`src/rtl/dec_accumulator_pkg.sv`:
```
// Shared definitions for the decrementing accumulator: FSM encoding and the
// active-low 7-segment glyph table (segment g is bit 6).
package dec_accumulator_pkg;

    typedef enum logic [1:0] {
        IDLE = 2'd0,
        RUN  = 2'd1,
        ZERO = 2'd2
    } state_t;

    // Entry n is the glyph for hex digit n; the first listed value is digit F.
    localparam logic [15:0][6:0] SEG_GLYPH = {
        7'b0001110, 7'b0000110, 7'b0100001, 7'b1000110,
        7'b0000011, 7'b0001000, 7'b0010000, 7'b0000000,
        7'b1111000, 7'b0000010, 7'b0010010, 7'b0011001,
        7'b0110000, 7'b0100100, 7'b1111001, 7'b1000000
    };

    function automatic logic [6:0] seg_decode(input logic [3:0] digit);
        return SEG_GLYPH[digit];
    endfunction

endpackage

```
`src/rtl/full_sub_8_bit.sv`:
```
// 8-bit subtractor: diff = x - y, with unsigned borrow and signed overflow.
module full_sub_8_bit (
    input  logic [7:0] x,
    input  logic [7:0] y,
    output logic [7:0] diff,
    output logic       borrow,
    output logic       overflow
);

    logic [8:0] wide;

    always_comb begin
        wide     = {1'b0, x} - {1'b0, y};
        diff     = wide[7:0];
        borrow   = wide[8];
        overflow = (x[7] != y[7]) && (wide[7] != x[7]);
    end

endmodule

```
`src/rtl/dec_accumulator.sv`:
```
// Load/decrement accumulator with IDLE/RUN/ZERO FSM and hex display decodes.
// Optional macro DEC_ACC_SAT_EN clamps a borrowing step to zero.
module dec_accumulator
    import dec_accumulator_pkg::*;
#(
    parameter logic [7:0] INIT = 8'h00
) (
    input  logic       clk,
    input  logic       reset,
    input  logic [7:0] a,
    input  logic       load,
    input  logic       step,
    output logic [7:0] acc,
    output logic       b,
    output logic       v,
    output logic       done,
    output logic [6:0] hex0,
    output logic [6:0] hex1,
    output logic [6:0] hex2,
    output logic [6:0] hex3,
    output state_t     fsm_state
);

    state_t     state_q, state_d;
    logic [7:0] acc_d;
    logic       b_d, v_d;
    logic [7:0] sub_diff;
    logic       sub_borrow, sub_overflow;

    full_sub_8_bit u_sub (
        .x        (acc),
        .y        (a),
        .diff     (sub_diff),
        .borrow   (sub_borrow),
        .overflow (sub_overflow)
    );

    always_ff @(posedge clk) begin
        if (reset) begin
            state_q <= IDLE;
            acc     <= INIT;
            b       <= 1'b0;
            v       <= 1'b0;
        end else begin
            state_q <= state_d;
            acc     <= acc_d;
            b       <= b_d;
            v       <= v_d;
        end
    end

    // Load wins over step; step only acts in RUN.
    always_comb begin
        state_d = state_q;
        acc_d   = acc;
        b_d     = b;
        v_d     = v;
        if (load) begin
            acc_d   = a;
            b_d     = 1'b0;
            v_d     = 1'b0;
            state_d = (a == 8'h00) ? ZERO : RUN;
        end else if (step && state_q == RUN) begin
            b_d = sub_borrow;
            v_d = sub_overflow;
`ifdef DEC_ACC_SAT_EN
            if (sub_borrow) begin
                acc_d   = 8'h00;
                state_d = ZERO;
            end else begin
                acc_d   = sub_diff;
                state_d = (sub_diff == 8'h00) ? ZERO : RUN;
            end
`else
            acc_d   = sub_diff;
            state_d = (sub_diff == 8'h00) ? ZERO : RUN;
`endif
        end
    end

    always_comb begin
        done      = (state_q == ZERO);
        fsm_state = state_q;
        hex0      = seg_decode(a[3:0]);
        hex1      = seg_decode(a[7:4]);
        hex2      = seg_decode(acc[3:0]);
        hex3      = seg_decode(acc[7:4]);
    end

endmodule

```
`config.mk`:
```
export PLATFORM = sky130hd
export DESIGN_NAME = dec_accumulator
export DESIGN_NICKNAME = d
export VERILOG_FILES = /design/src/rtl/dec_accumulator_pkg.sv /design/src/rtl/full_sub_8_bit.sv /design/src/rtl/dec_accumulator.sv
export SDC_FILE = /design/constraint.sdc
export NUM_CORES = 1
export LEC_CHECK = 0
export CAP_MARGIN = 40
export CORE_ASPECT_RATIO = 0.8
export CORE_MARGIN = 2
export CORE_UTILIZATION = 25
export DETAILED_ROUTE_END_ITERATION = 12
export PLACE_DENSITY = 0.45
export SYNTH_ARGS = -nofsm -noshare
export SYNTH_HDL_FRONTEND = slang
export SYNTH_SLANG_ARGS = --single-unit
```
`constraint.sdc`:
```
create_clock -name clk -period 4.2 [get_ports clk]
set_input_delay 0.84 -clock clk [delete_from_list [all_inputs] [get_ports clk]]
set_output_delay 0.84 -clock clk [all_outputs]
set_load 0.01 [all_outputs]
```
# Word level (Yosys, flattened, before mapping)
# Memories as Yosys holds them, arrays and structs flattened. A register that Yosys moved wholly into a read port is not among the register bits.
# Index checks and enable logic that the tools add are counted.
dict set report totals {
  mem_bits_rw 0
  reg_bits 12
  out_inout_bits 41
  rom_bits 448
  memories 4
  latch_bits 0
  word_cells 37
}
dict set report op_classes {
  shifts 0
  order_cmp 4
  add_sub_neg 1
  mul 0
  eq_ne 4
  n_mux 14
  n_bitwise 0
  reduce_logical 6
  div 0
}
# memory depth width read_ports rd_clocked_by_memory_dff wr line_no
set mem_list {}
lappend mem_list {{(name not given)} 16 7 1 1 0 dec_accumulator_pkg.sv:20} ;# return SEG_GLYPH[digit];
lappend mem_list {{(name not given)} 16 7 1 1 0 dec_accumulator_pkg.sv:20}
lappend mem_list {{(name not given)} 16 7 1 0 0 dec_accumulator_pkg.sv:20}
lappend mem_list {{(name not given)} 16 7 1 0 0 dec_accumulator_pkg.sv:20}
# op n
set ops {}
lappend ops {{2-to-1 mux 7 bit} 4}
lappend ops {{< comparator 4 x 5 -> 1 bit (second input constant)} 4}
lappend ops {{zero test 8 bit} 2}
lappend ops {{2-to-1 mux 4 bit} 4}
lappend ops {{2-to-1 mux 8 bit} 2}
lappend ops {{subtractor 8 x 8 -> 9 bit} 1}
lappend ops {{2-to-1 mux 2 bit} 4}
lappend ops {{equality test 2 x 1 -> 1 bit (second input constant)} 1}
lappend ops {{equality test 2 bit (second input constant)} 1}
lappend ops {{logical AND 1 bit} 2}
lappend ops {{!= test 1 bit} 2}
lappend ops {{nonzero test 2 bit} 1}
lappend ops {{OR reduction 2 bit} 1}

# Depth between registers and ports, before layout
# Gate-level depths: netlist of run 1.
dict set report depth {
  depth_word 6
  mapped_depth 15
}

# Modules after synthesis
# Synthesis of run 1 repeated with hierarchy kept, for this count alone.
dict set report unflattened {
  cells_unflattened 269
  area_unflattened_um2 2277.2
}
# mod area_per_inst_um2 instances cells_per_inst
set modules_own_cells {}
lappend modules_own_cells {dec_accumulator 1891.8 1 213}
lappend modules_own_cells {full_sub_8_bit 385.4 1 56}

# Least setup slack after synthesis of run 1
# No wires, ideal clock.
dict set report synth_timing {
  path_kind {input -> register}
  start {in a[2]}
  end {reg hex3[0] (netlist name)}
  stages 13
  t_arrival_ns 3.477
  path_slack_ns 0.586
  t_required_ns 4.063
  cell_sequence {clkbuf_1 -> inv_1 -> ha_1 -> a21oi_1 -> o21ai_2 -> a31oi_1 -> xor2_1 -> o41ai_1 -> inv_1 -> ha_1 -> and2_2 -> nand2_1 -> o2111ai_1}
}
# item line_no
set synth_lines {}
lappend synth_lines {{from (decl)} dec_accumulator.sv:10} ;# input logic [7:0] a,

==> flow_metrics.env, run 1 <==
export IMPL_grt_util_met1_pct=20.4
export IMPL_post_place_ws_ns=0.172
export IMPL_grt_util_met3_pct=2.92
export IMPL_synth_main_ff_cell="dfxtp_1"
export IMPL_crit_fanout=6
export IMPL_antenna_found_initial=0
export IMPL_switching_power_uw=267
export IMPL_hpwl_um=5010
export IMPL_numCtsBuffers=3
export IMPL_tightest_slew_ns=0.578
export IMPL_pwr_share_clk_pct=27.9
export IMPL_initial_core_util_pct=26.1
export IMPL_cts_buffer_depth=2
export IMPL_avgViaCountPerCell=4.74
export IMPL_rows=30
export IMPL_reg2reg_depth=13
export IMPL_synth_edf_count=0
export IMPL_wl_um=6300
export IMPL_holdPathEnd="v"
export IMPL_area_growth_syn_to_layout_pct=34.5
export IMPL_grt_overflow=0
export IMPL_post_cts_buffers=0
export IMPL_leakage_nw=1.32
export IMPL_final_cell_mix="clkdlybuf4s50_1 (52), ha_1 (32), dfxtp_1 (26), nor2_1 (25), inv_1 (23)"
export IMPL_maxCapViolCount=0
export IMPL_drc=0
export IMPL_period_share_pct=89.2
export IMPL_r2r_start="acc[0]"
export IMPL_setup_ws_ns=0.453
export IMPL_antenna_left=0
export IMPL_hold_path_class="register to register"
export IMPL_hold_start="v"
export IMPL_syn_avg_cell_area_um2=8.31
export IMPL_avgRoutedWirePerCell_um=14.3
export IMPL_cts_root_buf="clkbuf_16"
export IMPL_finClkSkew_ns=0.00326
export IMPL_min_period_ns=3.75
export IMPL_max_freq_ghz=0.267
export IMPL_clock_sinks=26
export IMPL_outcome="completed"
export IMPL_worst_setup_path_end_kind="register"
export IMPL_synthArstFlopShare_pct=0
export IMPL_final_max_slew_violation_count=0
export IMPL_drt_first_pass_iters=4
export IMPL_nets=374
export IMPL_antenna_cells=0
export IMPL_die_y_um=88.9
export IMPL_yosys_warnings=0
export IMPL_boundaryPins=53
export IMPL_grt_use_total_pct=13.2
export IMPL_whs_path_depth=2
export IMPL_critPathLaunchType="primary input"
export IMPL_reg2reg_slack_ns=1.23
export IMPL_cts_resized_gates=0
export IMPL_multi_input_area_um2=1560
export IMPL_insertion_delay_ns=0.26
export IMPL_cp_data_required_time_ns=4.38
export IMPL_final_common_cell="clkdlybuf4s50_1"
export IMPL_crit_chain="clkdlybuf4s50_1 -> ha_1 -> inv_1 -> fa_1 -> a21o_1 -> a21oi_1 -> xnor2_1 -> a21oi_1 -> nor2_1 -> ha_1 -> inv_1 -> or3_2 -> o2111ai_1"
export IMPL_hold_viol=0
export IMPL_seq_area_um2=520
export IMPL_syn_inst=271
export IMPL_top_usage_layer="met1"
export IMPL_synth_yosys_seq_area_share_pct=23.1
export IMPL_vias=2087
export IMPL_h_tree_depth=1
export IMPL_powerDensity_nw_per_um2=278
export IMPL_rsz0062_at_grt="false"
export IMPL_place_gp_congestion=0.837
export IMPL_ir_drop_mv=0.159
export IMPL_fin_setup_tns_ns=0
export IMPL_crit_buf_inv=3
export IMPL_cts_hold_buf=0
export IMPL_path_clk_slew_ns=0.07
export IMPL_path_delay_family="adder cells"
export IMPL_worst_path_max_delay_cell="clkdlybuf4s50_1"
export IMPL_ys_seq_elements=26
export IMPL_io_buffers=52
export IMPL_p_seq_share_pct=33.4
export IMPL_cp_startpoint="a[0]"
export IMPL_critical_path_class="primary input to register"
export IMPL_yosysUniqueCellTypes=57
export IMPL_dieArea_um2=9790
export IMPL_grt_pass1_vias=1954
export IMPL_arrival_ns=3.93
export IMPL_core_um2=8630
export IMPL_cts_tree="done"
export IMPL_setup_viol=0
export IMPL_grt_max_degree=20
export IMPL_synth_nets=316
export IMPL_drive_above_1_share_pct=9.45
export IMPL_fill_cells=898
export IMPL_slew_headroom_pct=61.0
export IMPL_grt_pass1_wl_um=10300
export IMPL_p_int_uw=577
export IMPL_synth_area_um2=2250
export IMPL_drt_initial_drc_count=93
export IMPL_grt_use_met2_pct=19.5
export IMPL_switching_share_pct=31.6
export IMPL_r2r_end="hex3[0]"
export IMPL_die_w_um=110
export IMPL_cpPeakStageDelay_ns=0.56
export IMPL_power_frac_comb_pct=38.8
-- synth_stat cells, types with 2 or more instances --
cell type | count | area share (%)
clkbuf_1 | 8 | 1.3
o21ai_0 | 14 | 3.1
a31oi_1 | 6 | 1.7
nor3_1 | 6 | 1.3
and2_2 | 2 | 0.67
xor2_1 | 4 | 1.6
nor2_1 | 25 | 4.2
nand2b_1 | 3 | 0.83
dfxtp_1 | 26 | 23
o41ai_1 | 2 | 0.78
nand3b_1 | 2 | 0.67
nor2b_1 | 6 | 1.7
xnor2_1 | 3 | 1.2
a21o_1 | 2 | 0.67
nand2_1 | 19 | 3.2
a22o_1 | 2 | 0.78
mux2_2 | 2 | 1.0
o211ai_1 | 2 | 0.67
o2bb2ai_1 | 2 | 0.78
a21oi_1 | 19 | 4.2
o31ai_1 | 2 | 0.67
buf_2 | 2 | 0.44
ha_1 | 32 | 18
o32ai_1 | 4 | 1.6
o22ai_1 | 4 | 1.1
mux2i_1 | 16 | 7.1
buf_6 | 4 | 2.0
inv_1 | 23 | 3.8
-- worst register-to-register path, stage by stage (launching register included) --
cell	delay, ns
dfxtp_1	0.34
inv_1	0.06
ha_1	0.17
inv_1	0.06
fa_1	0.41
a21o_1	0.21
a21oi_1	0.17
xnor2_1	0.18
a21oi_1	0.17
nor2_1	0.21
ha_1	0.29
inv_1	0.06
or3_2	0.47
o2111ai_1	0.10
-- registers in the layout (all words and copies together), names as in the netlist --
register	count
fsm_state	2
hex3	7
v	1
hex2	7
acc	8
b	1
-- worst max-delay path by stage --
stage | to | cells after the start
floorplan | hex3[0] | 13
CTS | hex3[0] | 13
global placement | hex3[0] | 10
finish | hex3[0] | 13
global route | hex3[0] | 13
detailed placement | hex3[0] | 13
-- layout make-up --
cell class	count	area share, %
inverter	23	2.85
multi-input combinational	208	51.5
clock buffer	4	2.93
tap	112	4.63
timing repair buffer	67	20.9
sequential	26	17.2
-- power by group through the flow --
stage	sequential (mW)	clock, mW	combinational (mW)
detailed placement	0.287	0	0.326
floorplan	0.296	0	0.182
global placement	0.288	0	0.329
CTS	0.282	0.245	0.327
finish	0.281	0.235	0.327
global route	0.284	0.255	0.361
-- layer usage --
layer	share of wire [%]	wire (um)
met1	52	3260
met2	40	2530
met3	7.7	486
met4	0.30	19
met5	0	0
-- per-stage QoR --
step / power (mW) / cells / util, % / hold WS [ns] / area (um2)
after floorplan: 0.477 / 271 / - / 0.534 / 2250
after global placement: 0.617 / 436 / 34.1 / 0.511 / 2940
after CTS: 0.855 / 440 / 35.1 / 0.528 / 3030
final: 0.843 / 440 / 35.1 / 0.532 / 3030
after detailed placement: 0.613 / 436 / 34.1 / 0.518 / 2940
after global routing: 0.900 / 440 / 35.1 / 0.571 / 3030
-- cells by family after synthesis --
group                    Yosys count  share of synthesized area, %
AND/OR/NAND/NOR                   75                          16.2
AO/OA/AOI/OAI                     74                          22.6
buffers and inverters             37                          7.61
adder cells (fa/ha/maj)           33                          18.7
flip-flops                        26                          23.1
multiplexers                      19                          9.11
XOR/XNOR                           7                          2.72
Note: power is estimated with default switching activity, not from simulation.
==> run 2: changes to the inputs <==
--- a/config.mk
+++ b/config.mk
@@ -9,8 +9,10 @@
 export CORE_ASPECT_RATIO = 0.8
 export CORE_MARGIN = 2
 export CORE_UTILIZATION = 25
+export CTS_CLUSTER_DIAMETER = 60
 export DETAILED_ROUTE_END_ITERATION = 12
 export PLACE_DENSITY = 0.45
+export SLEW_MARGIN = 20
 export SYNTH_ARGS = -nofsm -noshare
 export SYNTH_HDL_FRONTEND = slang
 export SYNTH_SLANG_ARGS = --single-unit
==> results of run 2 <==
The final DEF is identical to that of run 1; final timing and power are the same.
==> run 3: changes to the inputs <==
--- a/config.mk
+++ b/config.mk
@@ -5,13 +5,13 @@
 export SDC_FILE = /design/constraint.sdc
 export NUM_CORES = 1
 export LEC_CHECK = 0
-export CAP_MARGIN = 40
+export CAP_MARGIN = 0
 export CORE_ASPECT_RATIO = 0.8
 export CORE_MARGIN = 2
-export CORE_UTILIZATION = 25
+export CORE_UTILIZATION = 51
 export CTS_CLUSTER_DIAMETER = 60
 export DETAILED_ROUTE_END_ITERATION = 12
-export PLACE_DENSITY = 0.45
+export PLACE_DENSITY = 0.8
 export SLEW_MARGIN = 20
 export SYNTH_ARGS = -nofsm -noshare
 export SYNTH_HDL_FRONTEND = slang
==> flow_metrics.env, run 3 (synthesized netlist as in run 1, its figures left out) <==
export IMPL_outcome="completed"
export IMPL_tightest_slew_ns=0.823
export IMPL_final_common_cell="clkdlybuf4s50_1"
export IMPL_cts_resized_gates=0
export IMPL_hpwl_um=4410
export IMPL_arrival_ns=3.99
export IMPL_maxCapViolCount=0
export IMPL_r2r_start="acc[0]"
export IMPL_fill_cells=367
export IMPL_path_delay_family="adder cells"
export IMPL_avgRoutedWirePerCell_um=14.5
export IMPL_antenna_left=0
export IMPL_drive_above_1_share_pct=8.90
export IMPL_worst_setup_path_end_kind="register"
export IMPL_place_gp_congestion=0.928
export IMPL_hold_viol=0
export IMPL_drt_first_pass_iters=4
export IMPL_rows=21
export IMPL_rsz0062_at_grt="false"
export IMPL_placed_cell_area_um2=2860
export IMPL_crit_buf_inv=3
export IMPL_drc=0
export IMPL_max_freq_ghz=0.263
export IMPL_clock_sinks=26
export IMPL_reg2reg_slack_ns=1.17
export IMPL_cpPeakStageDelay_ns=0.56
export IMPL_crit_chain="clkdlybuf4s50_1 -> ha_1 -> inv_1 -> fa_1 -> a21o_1 -> a21oi_1 -> xnor2_1 -> a21oi_1 -> nor2_1 -> ha_1 -> inv_1 -> or3_2 -> o2111ai_1"
export IMPL_cp_depth=13
export IMPL_h_tree_depth=1
export IMPL_largest_register="acc"
export IMPL_powerDensity_nw_per_um2=261
export IMPL_boundaryPins=53
export IMPL_cts_tree="done"
export IMPL_insertion_delay_ns=0.26
export IMPL_cp_startpoint="a[0]"
export IMPL_wl_um=5550
export IMPL_nets=372
export IMPL_path_clk_slew_ns=0.09
export IMPL_critPathLaunchType="primary input"
export IMPL_die_y_um=63.4
export IMPL_vias=2120
export IMPL_final_max_slew_violation_count=0
export IMPL_dieArea_um2=4970
export IMPL_final_cell_mix="clkdlybuf4s50_1 (52), ha_1 (32), dfxtp_1 (26), nor2_1 (25), inv_1 (23)"
export IMPL_reg2reg_depth=13
export IMPL_ir_drop_mv=0.225
export IMPL_min_period_ns=3.80
export IMPL_leakage_nw=1.29
export IMPL_setup_viol=0
export IMPL_cp_data_required_time_ns=4.39
export IMPL_power_uw=759
export IMPL_slew_headroom_pct=45.0
export IMPL_grt_max_degree=26
export IMPL_critical_path_class="primary input to register"
export IMPL_core_um2=4200
export IMPL_finClkSkew_ns=0.00243
export IMPL_r2r_end="hex3[0]"
export IMPL_cts_hold_buf=0
export IMPL_period_share_pct=90.5
export IMPL_stdcell_count=383
export IMPL_cts_buffer_depth=2
export IMPL_io_buffers=52
export IMPL_grt_pass1_wl_um=9290
export IMPL_fin_setup_tns_ns=0
export IMPL_grt_use_total_pct=22.9
export IMPL_die_w_um=78.3
export IMPL_largest_reg_flops=8
export IMPL_worst_path_max_delay_cell="clkdlybuf4s50_1"
export IMPL_numCtsBuffers=3
export IMPL_area_growth_syn_to_layout_pct=29.3
export IMPL_grt_pass1_vias=1977
export IMPL_crit_fanout=6
export IMPL_grt_overflow=0
export IMPL_crit_path_end="hex3[0]"
export IMPL_post_cts_buffers=0
export IMPL_cts_root_buf="clkbuf_8"
export IMPL_drt_initial_drc_count=124
export IMPL_antenna_found_initial=0
export IMPL_initial_core_util_pct=53.6
export IMPL_antenna_cells=0
export IMPL_avgViaCountPerCell=5.54
export IMPL_design_area_um2=2910
export IMPL_hold_path_class="register to register"
export IMPL_dp_cells=379
run 3: changes by cell type in the layout (fill, tap and decap cells not counted):
cell	before	now
clkbuf_16	3	0
clkbuf_8	1	4
buf_4	15	13
run 3: worst reg2reg max path, stage by stage (launching register included):
cell and delay (ns):
dfxtp_1 0.34, inv_1 0.06, ha_1 0.17, inv_1 0.06
fa_1 0.41, a21o_1 0.21, a21oi_1 0.20, xnor2_1 0.17
a21oi_1 0.17, nor2_1 0.24, ha_1 0.30, inv_1 0.07
or3_2 0.46, o2111ai_1 0.09
run 3: layout make-up:
class	instances	area, um2	share of cell area (%)
Inverter	23	86.3	2.97
Multi-Input combinational cell	208	1560	53.6
Clock buffer	4	55.1	1.89
Timing Repair Buffer	65	618	21.2
Sequential cell	26	520	17.9
Tap cell	57	71.3	2.45
run 3: worst min path at each step:
stage / start / to / slack, ns / cells after the start
after global placement: v / v / 0.50 / 2
after detailed placement: v / v / 0.55 / 2
after global routing: v / v / 0.59 / 2
final: v / v / 0.55 / 2
after floorplan: v / v / 0.53 / 2
after CTS: v / v / 0.56 / 2
run 3: per-stage QoR:
| step | util [%] | hold WS [ns] | setup slack, ns |
|---|---|---|---|
| 6_report | 69.3 | 0.554 | 0.401 |
| 3_5_place_dp | 67.9 | 0.551 | 0.172 |
| 3_3_place_gp | 67.9 | 0.503 | 0.358 |
| 5_1_grt | 69.3 | 0.588 | 0.219 |
| 2_1_floorplan | - | 0.534 | 0.586 |
| 4_1_cts | 69.3 | 0.560 | 0.433 |
run 3: where the power goes:
part | internal (mW) | switching [mW]
clock | 0.0837 | 0.0739
sequential | 0.269 | 0.0119
combinational | 0.159 | 0.162
total | 0.511 | 0.248
run 3: routing by layer:
| layer | part of all wire (%) | global-route usage [%] | wire, um | up-vias |
|---|---|---|---|---|
| met1 | 49 | 33.5 | 2740 | 983 |
| li1 | - | - | - | 1064 |
| met4 | 0.43 | 3.07 | 24 | 0 |
| met3 | 5.3 | 3.44 | 297 | 4 |
| met2 | 45 | 36.5 | 2490 | 69 |
| met5 | 0 | 0 | 0 | - |
